### src/rtl/cpu_pkg.sv
// Shared CPU definitions: data width, fetch FSM states, opcodes and ALU encodings.
package cpu_pkg;

  localparam int unsigned XLEN     = 32;
  localparam int unsigned OPCODE_W = 6;
  localparam int unsigned JIDX_W   = 26;

  typedef enum logic {
    FETCH = 1'b0,
    HOLD  = 1'b1
  } fetch_state_e;

  localparam logic [OPCODE_W-1:0] OP_RTYPE = 6'b000000;
  localparam logic [OPCODE_W-1:0] OP_BEQ   = 6'b000100;
  localparam logic [OPCODE_W-1:0] OP_LW    = 6'b100011;
  localparam logic [OPCODE_W-1:0] OP_SW    = 6'b101011;
  localparam logic [OPCODE_W-1:0] OP_ADDI  = 6'b001000;
  localparam logic [OPCODE_W-1:0] OP_J     = 6'b000010;

  // Main-decoder ALU op and ALU-control function encodings
  localparam logic [1:0] ALUOP_ADD   = 2'b00;
  localparam logic [1:0] ALUOP_SUB   = 2'b01;
  localparam logic [1:0] ALUOP_FUNCT = 2'b10;

  localparam logic [3:0] ALU_AND = 4'b0000;
  localparam logic [3:0] ALU_OR  = 4'b0001;
  localparam logic [3:0] ALU_ADD = 4'b0010;
  localparam logic [3:0] ALU_SUB = 4'b0110;
  localparam logic [3:0] ALU_SLT = 4'b0111;
  localparam logic [3:0] ALU_NOR = 4'b1100;

  function automatic logic [XLEN-1:0] align_word(input logic [XLEN-1:0] addr);
    return {addr[XLEN-1:2], 2'b00};
  endfunction

endpackage

### src/rtl/pc_next_calc.sv
// Combinational next-PC selection: jump over branch over sequential pc+4.
module pc_next_calc
  import cpu_pkg::*;
(
  input  logic [XLEN-1:0]   pc,
  input  logic [JIDX_W-1:0] jump_index,
  input  logic              branch_taken,
  input  logic [XLEN-1:0]   branch_offset,
  input  logic              jump_signal,
  output logic [XLEN-1:0]   next_pc_c
);

  logic [XLEN-1:0] pc4;

  always_comb begin
    pc4       = pc + XLEN'(4);
    next_pc_c = pc4;
    if (jump_signal) begin
      next_pc_c = {pc4[XLEN-1:XLEN-4], jump_index, 2'b00};
    end else if (branch_taken) begin
      next_pc_c = pc4 + (branch_offset << 2);
    end
  end

endmodule

### src/rtl/instruction_fetch.sv
// Two-state fetch unit: request a word, hold it until downstream accepts, then advance the PC.
// Optional accepted-instruction counter enabled by defining IFETCH_PERF_CNT_EN.
module instruction_fetch
  import cpu_pkg::*;
#(
  parameter logic [XLEN-1:0] RESET_PC = 32'h0000_0000
) (
  input  logic                clk,
  input  logic                reset_n,
  output logic                imem_req,
  output logic [XLEN-1:0]     imem_addr,
  input  logic                imem_ready,
  input  logic [XLEN-1:0]     imem_rdata,
  input  logic                stall,
  input  logic                branch_taken,
  input  logic [XLEN-1:0]     branch_offset,
  input  logic                jump_signal,
  output logic                instr_valid,
  output logic [XLEN-1:0]     instr_out,
  output logic [OPCODE_W-1:0] opcode_out,
`ifdef IFETCH_PERF_CNT_EN
  output logic [XLEN-1:0]     fetch_count,
`endif
  output logic [XLEN-1:0]     pc_out
);

  localparam logic [XLEN-1:0] RESET_PC_ALIGNED = align_word(RESET_PC);

  fetch_state_e    state;
  logic [XLEN-1:0] next_pc_c;

  pc_next_calc u_pc_next_calc (
    .pc            (pc_out),
    .jump_index    (instr_out[JIDX_W-1:0]),
    .branch_taken  (branch_taken),
    .branch_offset (branch_offset),
    .jump_signal   (jump_signal),
    .next_pc_c     (next_pc_c)
  );

  assign imem_addr  = pc_out;
  assign opcode_out = instr_out[XLEN-1:XLEN-OPCODE_W];

  // imem_req is registered, so it only rises on the first edge after reset release
  always_ff @(posedge clk or negedge reset_n) begin
    if (!reset_n) begin
      state       <= FETCH;
      pc_out      <= RESET_PC_ALIGNED;
      instr_out   <= '0;
      instr_valid <= 1'b0;
      imem_req    <= 1'b0;
    end else begin
      case (state)
        FETCH: begin
          if (imem_req && imem_ready) begin
            instr_out   <= imem_rdata;
            instr_valid <= 1'b1;
            imem_req    <= 1'b0;
            state       <= HOLD;
          end else begin
            imem_req <= 1'b1;
          end
        end
        HOLD: begin
          if (!stall) begin
            pc_out      <= next_pc_c;
            instr_valid <= 1'b0;
            imem_req    <= 1'b1;
            state       <= FETCH;
          end
        end
        default: begin
          state    <= FETCH;
          imem_req <= 1'b0;
        end
      endcase
    end
  end

`ifdef IFETCH_PERF_CNT_EN
  // Saturating count of instructions accepted downstream
  always_ff @(posedge clk or negedge reset_n) begin
    if (!reset_n) begin
      fetch_count <= '0;
    end else if (state == HOLD && !stall && fetch_count != '1) begin
      fetch_count <= fetch_count + XLEN'(1);
    end
  end
`endif

endmodule

### config.mk
export PLATFORM = sky130hd
export DESIGN_NAME = instruction_fetch
export DESIGN_NICKNAME = d
export VERILOG_FILES = /design/src/rtl/cpu_pkg.sv /design/src/rtl/pc_next_calc.sv /design/src/rtl/instruction_fetch.sv
export SDC_FILE = /design/constraint.sdc
export NUM_CORES = 1
export LEC_CHECK = 0
export ABC_AREA = 1
export BUFFER_PORTS_ARGS = -buffer_cell sky130_fd_sc_hd__buf_2
export CORE_ASPECT_RATIO = 1.5
export CORE_MARGIN = 2
export CORE_UTILIZATION = 30
export DETAILED_ROUTE_END_ITERATION = 6
export PLACE_DENSITY = 0.48
export SETUP_SLACK_MARGIN = 0.02
export SYNTH_ARGS = -nofsm -noshare
export SYNTH_HDL_FRONTEND = slang
export SYNTH_SLANG_ARGS = --single-unit
### constraint.sdc
create_clock -name clk -period 5.3 [get_ports clk]
set_input_delay 0.265 -clock clk [delete_from_list [all_inputs] [get_ports clk]]
set_output_delay 0.265 -clock clk [all_outputs]
set_load 0.05 [all_outputs]
* After elaboration in Yosys (flattened, before gate mapping)
Cells that the tools add are included.
** Word-level totals
- Bits in registers :: 67
- Input port bits :: 70
- Logic and storage cells :: 26
** Operators by class
- Add/sub/neg operators :: 2
- Equality and inequality tests :: 2
- Mux-type cells :: 11
- Bitwise gates (word level) :: 2
- Reductions and logical operators :: 4
** Operator list (count)
- $mux W32 :: 2
- $add A32 B3 Y32 const B :: 1
- $add A32 B32 Y32 :: 1
- $mux W1 :: 6
- $pmux W1 S2 :: 3
- $reduce_and A2 Y1 :: 3
- $ne A2 B2 Y1 const B :: 2
- $not A1 Y1 :: 2
- $logic_and A1 B1 Y1 :: 1

* Depth between registers and ports, before layout
Gate-level depths: netlist of run 1.
- Depth after elaboration :: 4
- Depth in mapped cells :: 25
- Mapped depth without buffers :: 25

* Hierarchy
Synthesis of run 1 repeated with hierarchy kept, for this count alone.
** Second synthesis, totals
- Cells, all modules :: 1110
- Area total of the unflattened synthesis :: 6745.2 µm²
** Modules (own cells, without submodules)
- pc_next_calc :: times used 1, cells an instance 779, area each 3732.3 µm², sequential area each 0.0 µm²
- instruction_fetch :: times used 1, cells an instance 331, area each 3012.9 µm², sequential area each 1676.6 µm²

* Worst setup path before layout of run 1
No wires, ideal clock.
- Path type :: flip-flop to flip-flop
- From :: reg pc_out[2] (netlist: imem_addr[2])
- To :: reg pc_out[28] (netlist: imem_addr[28])
- Library setup time :: 0.121 ns
- Arrival time :: 2.841 ns
- Required time :: 5.179 ns
- Setup slack :: 2.339 ns
- Stages on the path, launching flop included :: 21
- Path buffers :: 0
- Period minus slack after synthesis :: 2.961 ns
- Path through :: dfrtp_1 -> ha_1 -> inv_1 -> nor2_4 -> nand2_2 -> clkinv_2 -> nand2_2 -> nor2_4 -> nand3_1 -> nand2_1 -> inv_1 -> ha_1 -> nand2_1 -> nor2_1 -> inv_1 -> nor3_1 -> nand3_1 -> nand2_1 -> nand2_1 -> nand3_1 -> a21oi_1
** On the way
- Cells in the longest elaborated chain, start to end :: 4
** RTL lines
- start, declared :: line instruction_fetch.sv:24 : output logic [XLEN-1:0] pc_out
- start signal, assigned :: line instruction_fetch.sv:66 : pc_out <= next_pc_c;
- $add A32 B3 Y32 * :: line pc_next_calc.sv:16 : pc4 = pc + XLEN'(4);
- $add A32 B32 Y32 :: line pc_next_calc.sv:21 : next_pc_c = pc4 + (branch_offset << 2);
- $mux W32 :: line pc_next_calc.sv:20 : end else if (branch_taken) begin
- $mux W32 * :: line pc_next_calc.sv:18 : if (jump_signal) begin
Every way passes the cells marked *; elsewhere a longest branch is shown, timed or not.
A chain may end at the register's enable or synchronous reset.

* Final worst setup path of run 1
- From :: reg pc_out[2] (netlist: imem_addr[2])
- To :: reg pc_out[22] (netlist: imem_addr[22])
** On the way
- Cells in the longest elaborated chain, start to end :: 4
** RTL lines (line)
- $add A32 B3 Y32 * :: pc_next_calc.sv:16
- $add A32 B32 Y32 :: pc_next_calc.sv:21
- $mux W32 * :: pc_next_calc.sv:20
- $mux W32 * :: pc_next_calc.sv:18
Marks and branches as above.

==> out/results.tsv, run 1 <==
stage	metric	value	unit
yosys	Synth Instances	1011	
sta	Highest Clock Rate	294	MHz
clock_tree	Inserted Clock Buffers	9	
global_route	vias in the first global route	6471	
sta	hold_ws	108	ps
drt	Routed WL per cell	15.6	µm
clock_tree	TritonCTS clock tree	yes	
sta	fin. max-slew vios	0	
drt	Final ANT Viol Nets	0	
job	MaxCap Viol Count	0	
sta	Slew HR	28.9	%
global_route	total grt overflow	0	
clock_tree	Clock transition at path regs	50	ps
sta	Final period util	64.2	%
floorplan	Die Span Y	184	µm
finish	layout cells sized above 1	21.4	%
critical_path	WS Path Type	flop to flop	
sta	# setup viols final	0	
yosys	count of state elements after synthesis	65	
floorplan	area of the core	21500	µm²
critical_path	Buf/Inv on CP	3	
yosys	Yosys top cell area share	25.0	%
yosys	synthesized area	6500	µm²
yosys	Synth area leaders	dfrtp_1, nand2_1, inv_1, ha_1, a21oi_1	
finish	most common cell after layout, fill and taps aside	nand2_1	
critical_path	CP delay by family, top	simple AND/OR/NAND/NOR gates	
finish	fill count	2433	
clock_tree	cts hold-fix bufs	0	
critical_path	Worst Path Required	5550	ps
finish	Final #Nets	1244	
placement	IO Port Bufs	167	
critical_path	CP Data Arrival Time	3660	ps
clock_tree	Clock Latency Late Sink	330	ps
global_route	first-pass GRT wire length	34300	µm
drt	vias per cell	4.65	
clock_tree	Resized cells post-CTS	0	
yosys	Ys Warns	0	
clock_tree	CTS Sinks	65	
critical_path	CP startpoint kind	flop	
finish	Reg area	1630	µm²
clock_tree	post-CTS setup buffer count	0	
finish	most frequent cells in the layout	nand2_1, buf_2, inv_1	
run_status	outcome	finished, final reports clean	
placement	DP HPWL	18300	µm
worst_hold_path	Hold Crit Class	primary input to asynchronous set/reset pin	
finish	P&R area growth vs syn	17.4	%
floorplan	die width	124	µm
sta	post-layout min period	3400	ps
clock_tree	H-tree depth	3	
critical_path	critical path endpoint category	flop	
yosys	Synth Area per Inst	6.43	µm²
drt	router iterations before antenna repair	5	
critical_path	CP max stage delay	500	ps
sta	Layout Skew	7.83	ps
floorplan	row count	66	
critical_path	CP Max Fanout	7	
sta	final hold vios	0	
yosys	Synth cell types	48	
critical_path	cell-by-cell trace of the critical path	ha_1 -> inv_1 -> nor3_2 -> nand3_1 -> xor2_1 -> inv_1 -> ha_1 -> nand2_1 -> nor2_1 -> inv_1 -> nor2_1 -> nand4_1 -> nand3_1 -> nand2_1 -> nand3_1 -> nand2_1 -> a21oi_1	
floorplan	die area	22900	µm²
critical_path	Slowest cell on crit path	dfrtp_1	
clock_tree	Longest Clk Path Bufs	2	
sta	worst-margin pin slew	1060	ps
finish	Ant. Diodes	0	
floorplan	I/O Pins	174	
floorplan	Initial Utilization	30.3	%
global_route	largest net degree at the start of global routing	66	
global_route	initial antenna violation count	0	
clock_tree	root buf cell	clkbuf_16	
yosys	Synth area leader	dfrtp_1	
sta	Setup TNS	0	ps
sta	RSZ-0062 raised after global routing	no	
drt	Vias	6571	
drt	DRC viols	0	
placement	GP Congestion	0.866	
yosys	sequential share of the synthesized area	25.0	%
drt	1st-iter DRT viols	346	
finish	area taken by multi-input logic gates	3930	µm²
drt	WL final	22000	µm
global_route	Total Routing Usage GR	19.1	%
==> synth_stat cells, drive strengths merged <==
library cell,instances
xnor2,3
and2,2
a21o,1
xor2,19
or2,2
and3,1
nand4,13
nand2b,1
a22oi,2
fa,1
a21oi,78
nor3,16
o21ai,14
buf,44
nand3,72
nor2,107
o221ai,2
a31oi,4
clkbuf,14
ha,37
dfrtp,65
inv,155
o21bai,8
mux2,31
a32oi,1
nand3b,3
nand2,309
o22ai,1
a31o,1
conb,1
clkinv,2
o211ai,1
==> stage by stage <==
step	cells	instance area, µm²	setup WS [ps]	utilization [%]
after floorplan	1014	6520	2340	-
after detailed placement	1397	7340	1860	34.2
after global placement	1397	7340	1850	34.2
after global routing	1412	7640	1400	35.6
after CTS	1412	7640	1840	35.6
final	1412	7640	1900	35.6
==> state kept, by name, summed over array words and instances (netlist names) <==
register,cells
instr_valid,1
imem_req,1
imem_addr,30
state,1
instr_out,32
==> cell type report <==
class	count	share of cell area, %
Clock buffer	12	3.36
Clock inverter	3	0.524
Inverter	157	7.73
Multi-Input combinational cell	734	51.5
Sequential cell	65	21.3
Tap cell	272	4.46
Timing Repair Buffer	169	11.1
==> logic make-up after synthesis <==
logic type      count (synthesis)  share of synthesized area [%]
compound gates                113                           9.66
xor+xnor                       22                           3.19
fa+ha+maj                      38                           7.42
buf+inv                       215                           14.8
flops                          65                           25.0
mux                            31                           5.37
other cells                     1                         0.0576
simple gates                  526                           34.4
==> routing by layer <==
metal  wire length (µm)  vias up  part of all wire [%]  global-route usage (%)
li1                   -     3409                     -                       -
met1               9180     2973                    42                    22.4
met2              11300      154                    51                    35.1
met3                715       35                   3.3                    1.57
met4                807        0                   3.7                    9.17
met5                  0        -                     0                       0
==> worst paths after layout <==
path,from,to,slack [ps],cells after the start
min reg2reg,instr_valid,instr_valid,460,2
min,reset_n,instr_out[4],110,2
min in group clk,imem_rdata[10],instr_out[10],160,2
max in group asynchronous,reset_n,instr_out[31],4600,2
max reg2reg,imem_addr[2],imem_addr[22],1900,17
max,imem_addr[2],imem_addr[22],1900,17
Power of run 1 is not shown: default switching activity piles up to over one toggle a cycle in this logic, so the estimate is an artifact.
==> inputs of run 2 (changes only) <==
--- a/config.mk
+++ b/config.mk
@@ -5,13 +5,13 @@
 export SDC_FILE = /design/constraint.sdc
 export NUM_CORES = 1
 export LEC_CHECK = 0
-export ABC_AREA = 1
+export ABC_AREA = 0
 export BUFFER_PORTS_ARGS = -buffer_cell sky130_fd_sc_hd__buf_2
 export CORE_ASPECT_RATIO = 1.5
 export CORE_MARGIN = 2
 export CORE_UTILIZATION = 30
 export DETAILED_ROUTE_END_ITERATION = 6
-export PLACE_DENSITY = 0.48
+export PLACE_DENSITY = 0.5
 export SETUP_SLACK_MARGIN = 0.02
 export SYNTH_ARGS = -nofsm -noshare
 export SYNTH_HDL_FRONTEND = slang
==> constraint.sdc (replaced) <==
create_clock -name clk -period 3.4 [get_ports clk]
set_input_delay 0.17 -clock clk [delete_from_list [all_inputs] [get_ports clk]]
set_output_delay 0.17 -clock clk [all_outputs]
set_load 0.05 [all_outputs]
==> out/results.tsv, run 2 <==
stage	metric	value	unit	change
run_status	outcome	complete, but fails checks		
run_status	violated checks	setup timing		
global_route	Total Routing Usage GR	19.8	%	+0.64 points
finish	Reg area	1640	µm²	+1.1%
yosys	number of flops mapped to enable cells by yosys	0		unchanged
drt	1st-iter DRT viols	215		-38%
critical_path	CP Max Fanout	4		-3
finish	P&R area growth vs syn	45.2	%	
pwr	Sw Ratio	54.3	%	
yosys	most frequent cell after synthesis	nand2_1		
sta	Slew HR	57.6	%	+29 points
floorplan	Die Span Y	167	µm	-9.5%
floorplan	die area	18800	µm²	-18%
finish	Final #Nets	967		-22%
finish	fill count	1737		-29%
worst_hold_path	Hold Crit Class	primary input to flop		
clock_tree	root buf cell	clkbuf_16		
finish	layout cells sized above 1	49.8	%	+28 points
critical_path	CP max stage delay	520	ps	+20 ps
yosys	Synth Instances	604		-40%
critical_path	Slowest cell on crit path	mux4_2		
critical_path	CP delay by family, top	compound AO/OA/AOI/OAI gates		
yosys	sequential share of the synthesized area	30.7	%	+5.7 points
yosys	Compound-Gate Fraction of Synth Area	20.3	%	+11 points
clock_tree	Inserted Clock Buffers	9		unchanged
drt	router iterations before antenna repair	4		-1
finish	most common cell after layout, fill and taps aside	buf_2		
yosys	Yosys top cell area share	30.7	%	+5.7 points
finish	most frequent cells in the layout	buf_2, buf_4, nand2_1		
yosys	Synth area leaders	dfrtp_1, ha_1, mux2_2, buf_4, xnor2_1		
critical_path	Buf/Inv on CP	0		-3
sta	RSZ-0062 raised after global routing	yes		
finish	Final Util	44.3	%	+8.8 points
yosys	count of state elements after synthesis	65		unchanged
pwr	maximum vdd drop	644	µV	
sta	Layout Skew	9.08	ps	+1.24 ps
global_route	first-pass GRT wire length	29400	µm	-14%
yosys	largest family of logic cells by synthesized area	compound AO/OA/AOI/OAI gates		
critical_path	Worst Path Required	3610	ps	-1940 ps
pwr	Psw	4.90	mW	
critical_path	CP Data Arrival Time	3880	ps	+220 ps
finish	Ant. Diodes	0		unchanged
clock_tree	Clock Latency Late Sink	340	ps	about the same
drt	Vias	5415		-18%
pwr	Combinational Power Share	72.6	%	
drt	vias per cell	5.03		+8.0%
pwr	Clk pwr share	10.9	%	
yosys	Synth Area per Inst	8.77	µm²	+36%
pwr	Leakage	3.76	nW	
yosys	Synth area leader	dfrtp_1		
floorplan	Initial Utilization	30.5	%	+0.24 points
clock_tree	Longest Clk Path Bufs	2		unchanged
pwr	register share of total power	16.5	%	
yosys	Synth cell types	63		+31%
yosys	XOR/XNOR Fraction of Synth Area	8.43	%	+5.2 points
job	MaxCap Viol Count	0		unchanged
floorplan	die width	113	µm	-9.4%
sta	Highest Clock Rate	272	MHz	-7.4%
global_route	initial antenna violation count	0		unchanged
global_route	largest net degree at the start of global routing	36		-45%
placement	DP HPWL	14400	µm	-21%
yosys	Adder-Cell Fraction of Synth Area	9.12	%	+1.7 points
sta	post-layout min period	3680	ps	+274 ps
drt	WL final	18700	µm	-15%
yosys	mux share of post-synthesis cell area	8.17	%	+2.8 points
critical_path	cell-by-cell trace of the critical path	and4_4 -> nand4_4 -> nor2_2 -> and4_1 -> xor2_2 -> ha_1 -> and3_4 -> nand3_2 -> a311o_1 -> a41oi_2 -> o21ai_2 -> a21oi_2 -> o21a_1 -> mux4_2 -> o311ai_2 -> o311ai_1		
global_route	vias in the first global route	5501		-15%
global_route	total grt overflow	0		unchanged
drt	Final ANT Viol Nets	0		unchanged
drt	Routed WL per cell	17.4	µm	+11%
sta	# setup viols final	7		+7
finish	Most flops, register	instr_out		
clock_tree	CTS Sinks	65		unchanged
yosys	synthesized area	5300	µm²	-19%
yosys	top_reg_cell synth	dfrtp_1		
floorplan	row count	59		-11%
clock_tree	H-tree depth	3		unchanged
sta	worst-margin pin slew	633	ps	-432 ps
finish	Largest register FFs	32		unchanged
floorplan	area of the core	17300	µm²	-19%
sta	Final period util	108	%	+44 points
sta	PnR worst setup slack	-278	ps	-2170 ps
sta	fin. max-slew vios	0		unchanged
clock_tree	Clock transition at path regs	60	ps	about the same
pwr	PD cells	1170	nW/µm²	
sta	hold_ws	60.3	ps	-47.9 ps
yosys	synth cell count leaders	nand2_1, dfrtp_1, a21oi_1		
yosys	ys async rst share	100	%	unchanged
finish	final instance area	7690	µm²	+0.75%
yosys	simple-gate area share of the yosys netlist	15.4	%	-19 points
drt	DRC viols	0		unchanged
critical_path	CP startpoint kind	flop		
clock_tree	TritonCTS clock tree	yes		
pwr	Tot Pwr	9.01	mW	
yosys	Ys Warns	0		unchanged
pwr	Int Power	4.11	mW	
finish	area taken by multi-input logic gates	3590	µm²	-8.6%
placement	IO Port Bufs	167		unchanged
sta	final hold vios	0		unchanged
critical_path	WS Path Type	flop to flop		
placement	GP Congestion	0.881		+1.7%
critical_path	critical path endpoint category	flop		
placement	Placed Area	7000	µm²	-4.7%
floorplan	I/O Pins	174		unchanged
==> run 2: cell types whose count changed in the layout (fill, tap and decap cells not counted), sizes merged, moves of 9 or more <==
cell,before,now
nand2,309,72
inv,155,10
buf,169,301
nor2,107,34
nand3,72,17
o21ai,14,49
a21oi,78,49
xnor2,3,32
a21o,1,14
and3,1,11
o211ai,1,10
==> run 2: per-layer routing <==
layer,share of wire (%),GRT usage (%),routed length (µm),up-vias
li1,-,-,-,2639
met1,40,24.4,7560,2601
met2,53,34.5,9940,143
met3,3.5,2.18,646,32
met4,3.0,8.48,561,0
met5,0,0,0,-
==> run 2: power groups by stage <==
stage	Sequential [mW]	Combinational, mW	Clock, mW
global placement	1.48	6.16	0
detailed placement	1.49	6.19	0
floorplan	2.85	3.06	0
global route	1.55	7.01	1.03
finish	1.49	6.54	0.979
CTS	1.49	6.38	1.01
==> run 2: area by class of cell <==
| class | instances | share of cell area [%] |
|---|---|---|
| Clock buffer | 10 | 3.11 |
| Sequential cell | 65 | 21.4 |
| Timing Repair Buffer | 302 | 24.1 |
| Inverter | 9 | 0.439 |
| Tap cell | 213 | 3.46 |
| Multi-Input combinational cell | 472 | 46.7 |
| Clock inverter | 6 | 0.862 |
==> run 2: logic make-up (layout without fill, tap and decap cells) <==
family,after synthesis,in the layout
adder cells (fa/ha/maj),38,38
XOR/XNOR,51,51
AND/OR/NAND/NOR,173,173
buffers and inverters,70,327
multiplexers,38,38
flip-flops,65,65
other,1,4
AO/OA/AOI/OAI,168,168
==> run 2: path summary, 6_finish.rpt <==
path | start | to | slack [ps] | cells after the start
max | imem_addr[10] | imem_addr[31] | -280 | 16
min | imem_rdata[26] | instr_out[26] | 60 | 2
max reg2reg | imem_addr[10] | imem_addr[31] | -280 | 16
min reg2reg | instr_valid | instr_valid | 490 | 2
max in group asynchronous | reset_n | imem_addr[2] | 2380 | 3
min in group asynchronous | reset_n | instr_out[8] | 240 | 2
==> run 2: stage by stage <==
step / std cells / worst slack (ps) / TNS, ps
after floorplan: 607 / -425 / -686
after global placement: 1048 / -279 / -1340
after detailed placement: 1048 / -347 / -1730
after CTS: 1073 / -316 / -933
after global routing: 1077 / -502 / -2560
final: 1077 / -278 / -795
==> run 2: what timing repair did <==
action / CTS / global route
hold endpoints to repair: 11 / 0
pin swaps: 30 / 28
endpoints found under the setup margin: 10 / 17
resized for setup: 33 / 30
buffers inserted: 8 / 5
hold buffers: 1 / 0
No activity file was read; power rests on OpenSTA's default activity.
==> inputs of run 3 (changes only) <==
--- a/config.mk
+++ b/config.mk
@@ -8,7 +8,6 @@
 export ABC_AREA = 0
 export BUFFER_PORTS_ARGS = -buffer_cell sky130_fd_sc_hd__buf_2
 export CORE_ASPECT_RATIO = 1.5
-export CORE_MARGIN = 2
 export CORE_UTILIZATION = 30
 export DETAILED_ROUTE_END_ITERATION = 6
 export PLACE_DENSITY = 0.5
==> out/results.tsv, run 3 (same netlist as run 2, synthesis figures left out) <==
stage	metric	value	unit	change
run_status	outcome	complete, but fails checks		
run_status	violated checks	hold timing, setup timing		
drt	Top Metal Used	met4		
placement	Setup Slack @ Placement	-362	ps	-15.3 ps
finish	fill count	1706		-1.8%
pwr	register share of total power	16.1	%	-0.4 points
pwr	Tot Pwr	9.20	mW	+2.1%
floorplan	Die Span Y	165	µm	-1.2%
finish	Largest register FFs	32		unchanged
critical_path	crit path launch	imem_addr[6]		
drt	met2 WL post-DR	10000	µm	+1.1%
drt	Final ANT Viol Nets	0		unchanged
floorplan	die width	111	µm	-1.8%
sta	Highest Clock Rate	271	MHz	-0.35%
sta	RSZ-0062 raised after global routing	yes		
critical_path	WS Path Type	flop to flop		
floorplan	row count	59		unchanged
finish	Final Util	44.4	%	about the same
global_route	initial antenna violation count	0		unchanged
clock_tree	Longest Clk Path Bufs	2		unchanged
finish	Final #Nets	961		-0.62%
pwr	Int Power	4.27	mW	+3.8%
critical_path	CP startpoint kind	flop		
pwr	Combinational Power Share	71.7	%	-0.9 points
pwr	maximum vdd drop	695	µV	+7.9%
pwr	Psw	4.93	mW	+0.67%
drt	WL final	18600	µm	-0.72%
job	MaxCap Viol Count	0		unchanged
sta	PnR worst setup slack	-290	ps	-12.8 ps
sta	Final period util	109	%	+0.38 points
sta	hold_ws	-9.03	ps	-69.3 ps
drt	1st-iter DRT viols	174		-19%
drt	Routed WL per cell	17.3	µm	-0.17%
finish	Most flops, register	instr_out		
global_route	first-pass GRT wire length	28200	µm	-4.1%
finish	most frequent cells in the layout	buf_2, buf_4, nand2_1		
critical_path	CP Max Fanout	4		unchanged
finish	Ant. Diodes	0		unchanged
global_route	total grt overflow	0		unchanged
sta	# setup viols final	6		-1
clock_tree	CTS Sinks	65		unchanged
finish	final instance area	7700	µm²	about the same
clock_tree	cts hold-fix bufs	0		-1
critical_path	reg2reg start	imem_addr[6]		
sta	worst-margin pin slew	992	ps	+359 ps
critical_path	R2R cell count	16		unchanged
clock_tree	Clock transition at path regs	60	ps	about the same
worst_hold_path	Hold Crit Class	primary input to asynchronous set/reset pin		
clock_tree	H-tree depth	3		unchanged
floorplan	Initial Utilization	30.5	%	unchanged
pwr	PD cells	1200	nW/µm²	+2.1%
floorplan	die area	18200	µm²	-3.0%
clock_tree	TritonCTS clock tree	yes		
global_route	vias in the first global route	5301		-3.6%
global_route	largest net degree at the start of global routing	39		+8.3%
clock_tree	root buf cell	clkbuf_16		
finish	Layout Cells excl Fill	1071		-0.56%
sta	Setup TNS	-598	ps	+197 ps
finish	P&R area growth vs syn	45.3	%	about the same
floorplan	area of the core	17300	µm²	unchanged
placement	IO Port Bufs	167		unchanged
sta	Slew HR	33.8	%	-24 points
critical_path	FF-to-FF setup slack	-290	ps	about the same
placement	placed cells	1039		-0.86%
pwr	Sw Ratio	53.6	%	-0.76 points
finish	most common cell after layout, fill and taps aside	buf_2		
clock_tree	Inserted Clock Buffers	9		unchanged
drt	vias per cell	5.07		+0.86%
finish	layout cells sized above 1	49.2	%	-0.58 points
critical_path	Worst Path Required	3600	ps	about the same
placement	DP HPWL	14200	µm	-1.2%
drt	router iterations before antenna repair	4		unchanged
sta	final hold vios	24		+24
sta	Layout Skew	8.21	ps	-0.869 ps
global_route	Total Routing Usage GR	19.9	%	+0.11 points
sta	post-layout min period	3690	ps	+12.8 ps
floorplan	I/O Pins	174		unchanged
drt	metal3 WL	592	µm	-8.4%
critical_path	CP Data Arrival Time	3890	ps	about the same
pwr	Leakage	3.77	nW	+0.38%
placement	GP Congestion	0.865		-1.8%
drt	routed metal-1 wirelength	7440	µm	-1.6%
sta	fin. max-slew vios	0		unchanged
drt	Vias	5431		+0.30%
placement	Placed Area	6930	µm²	-0.97%
pwr	Clk pwr share	12.1	%	+1.2 points
critical_path	critical path endpoint category	flop		
clock_tree	Clock Latency Late Sink	340	ps	about the same
drt	DRC viols	0		unchanged
run 3: critical path: stages, from the launching register on:
cell      delay (ps)
dfrtp_2          350
and4_4           240
and3_4           190
nor2b_4          190
nand3_2          100
xnor2_2          150
ha_1             290
and3_4           180
nand3_2           70
a311o_1          280
a41oi_2          250
o21ai_2          100
a21oi_2          180
o21a_1           190
mux4_2           540
o311ai_2         100
o311ai_1         150
run 3: final cells by class:
cell class	instances	area [µm²]	share of cell area (%)
flip-flops and latches	65	1640	21.4
well taps	213	267	3.46
clock inverters	6	115	1.50
repair buffers	296	1810	23.5
inverters	9	33.8	0.439
multi-input cells	472	3600	46.7
clock buffers	10	229	2.97
run 3: per-layer routing:
metal  GRT usage (%)  vias up
met5               0        -
met1            23.1     2619
met2            36.8      152
li1                -     2630
met4            8.00        0
met3            2.39       30
run 3: timing repair:
action | in CTS | in global routing
buffers inserted | 10 | 6
pin swaps | 31 | 33
setup endpoints to repair | 11 | 16
gates resized for setup | 29 | 33
run 3: path summary, 6_finish.rpt:
| path | end |
|---|---|
| max in group asynchronous | imem_addr[9] |
| worst max register to register | imem_addr[31] |
| worst max-delay path | imem_addr[31] |
| min in group clk | instr_out[6] |
| worst min-delay path | imem_addr[29] |
| worst min register to register | instr_valid |
run 3: power by group through the flow:
stage	Combinational, mW	Clock [mW]	Sequential [mW]
after floorplan	3.06	0	2.85
after global placement	6.12	0	1.47
after detailed placement	6.16	0	1.49
after CTS	6.38	1.13	1.48
after global routing	7.02	1.17	1.54
final	6.60	1.12	1.48
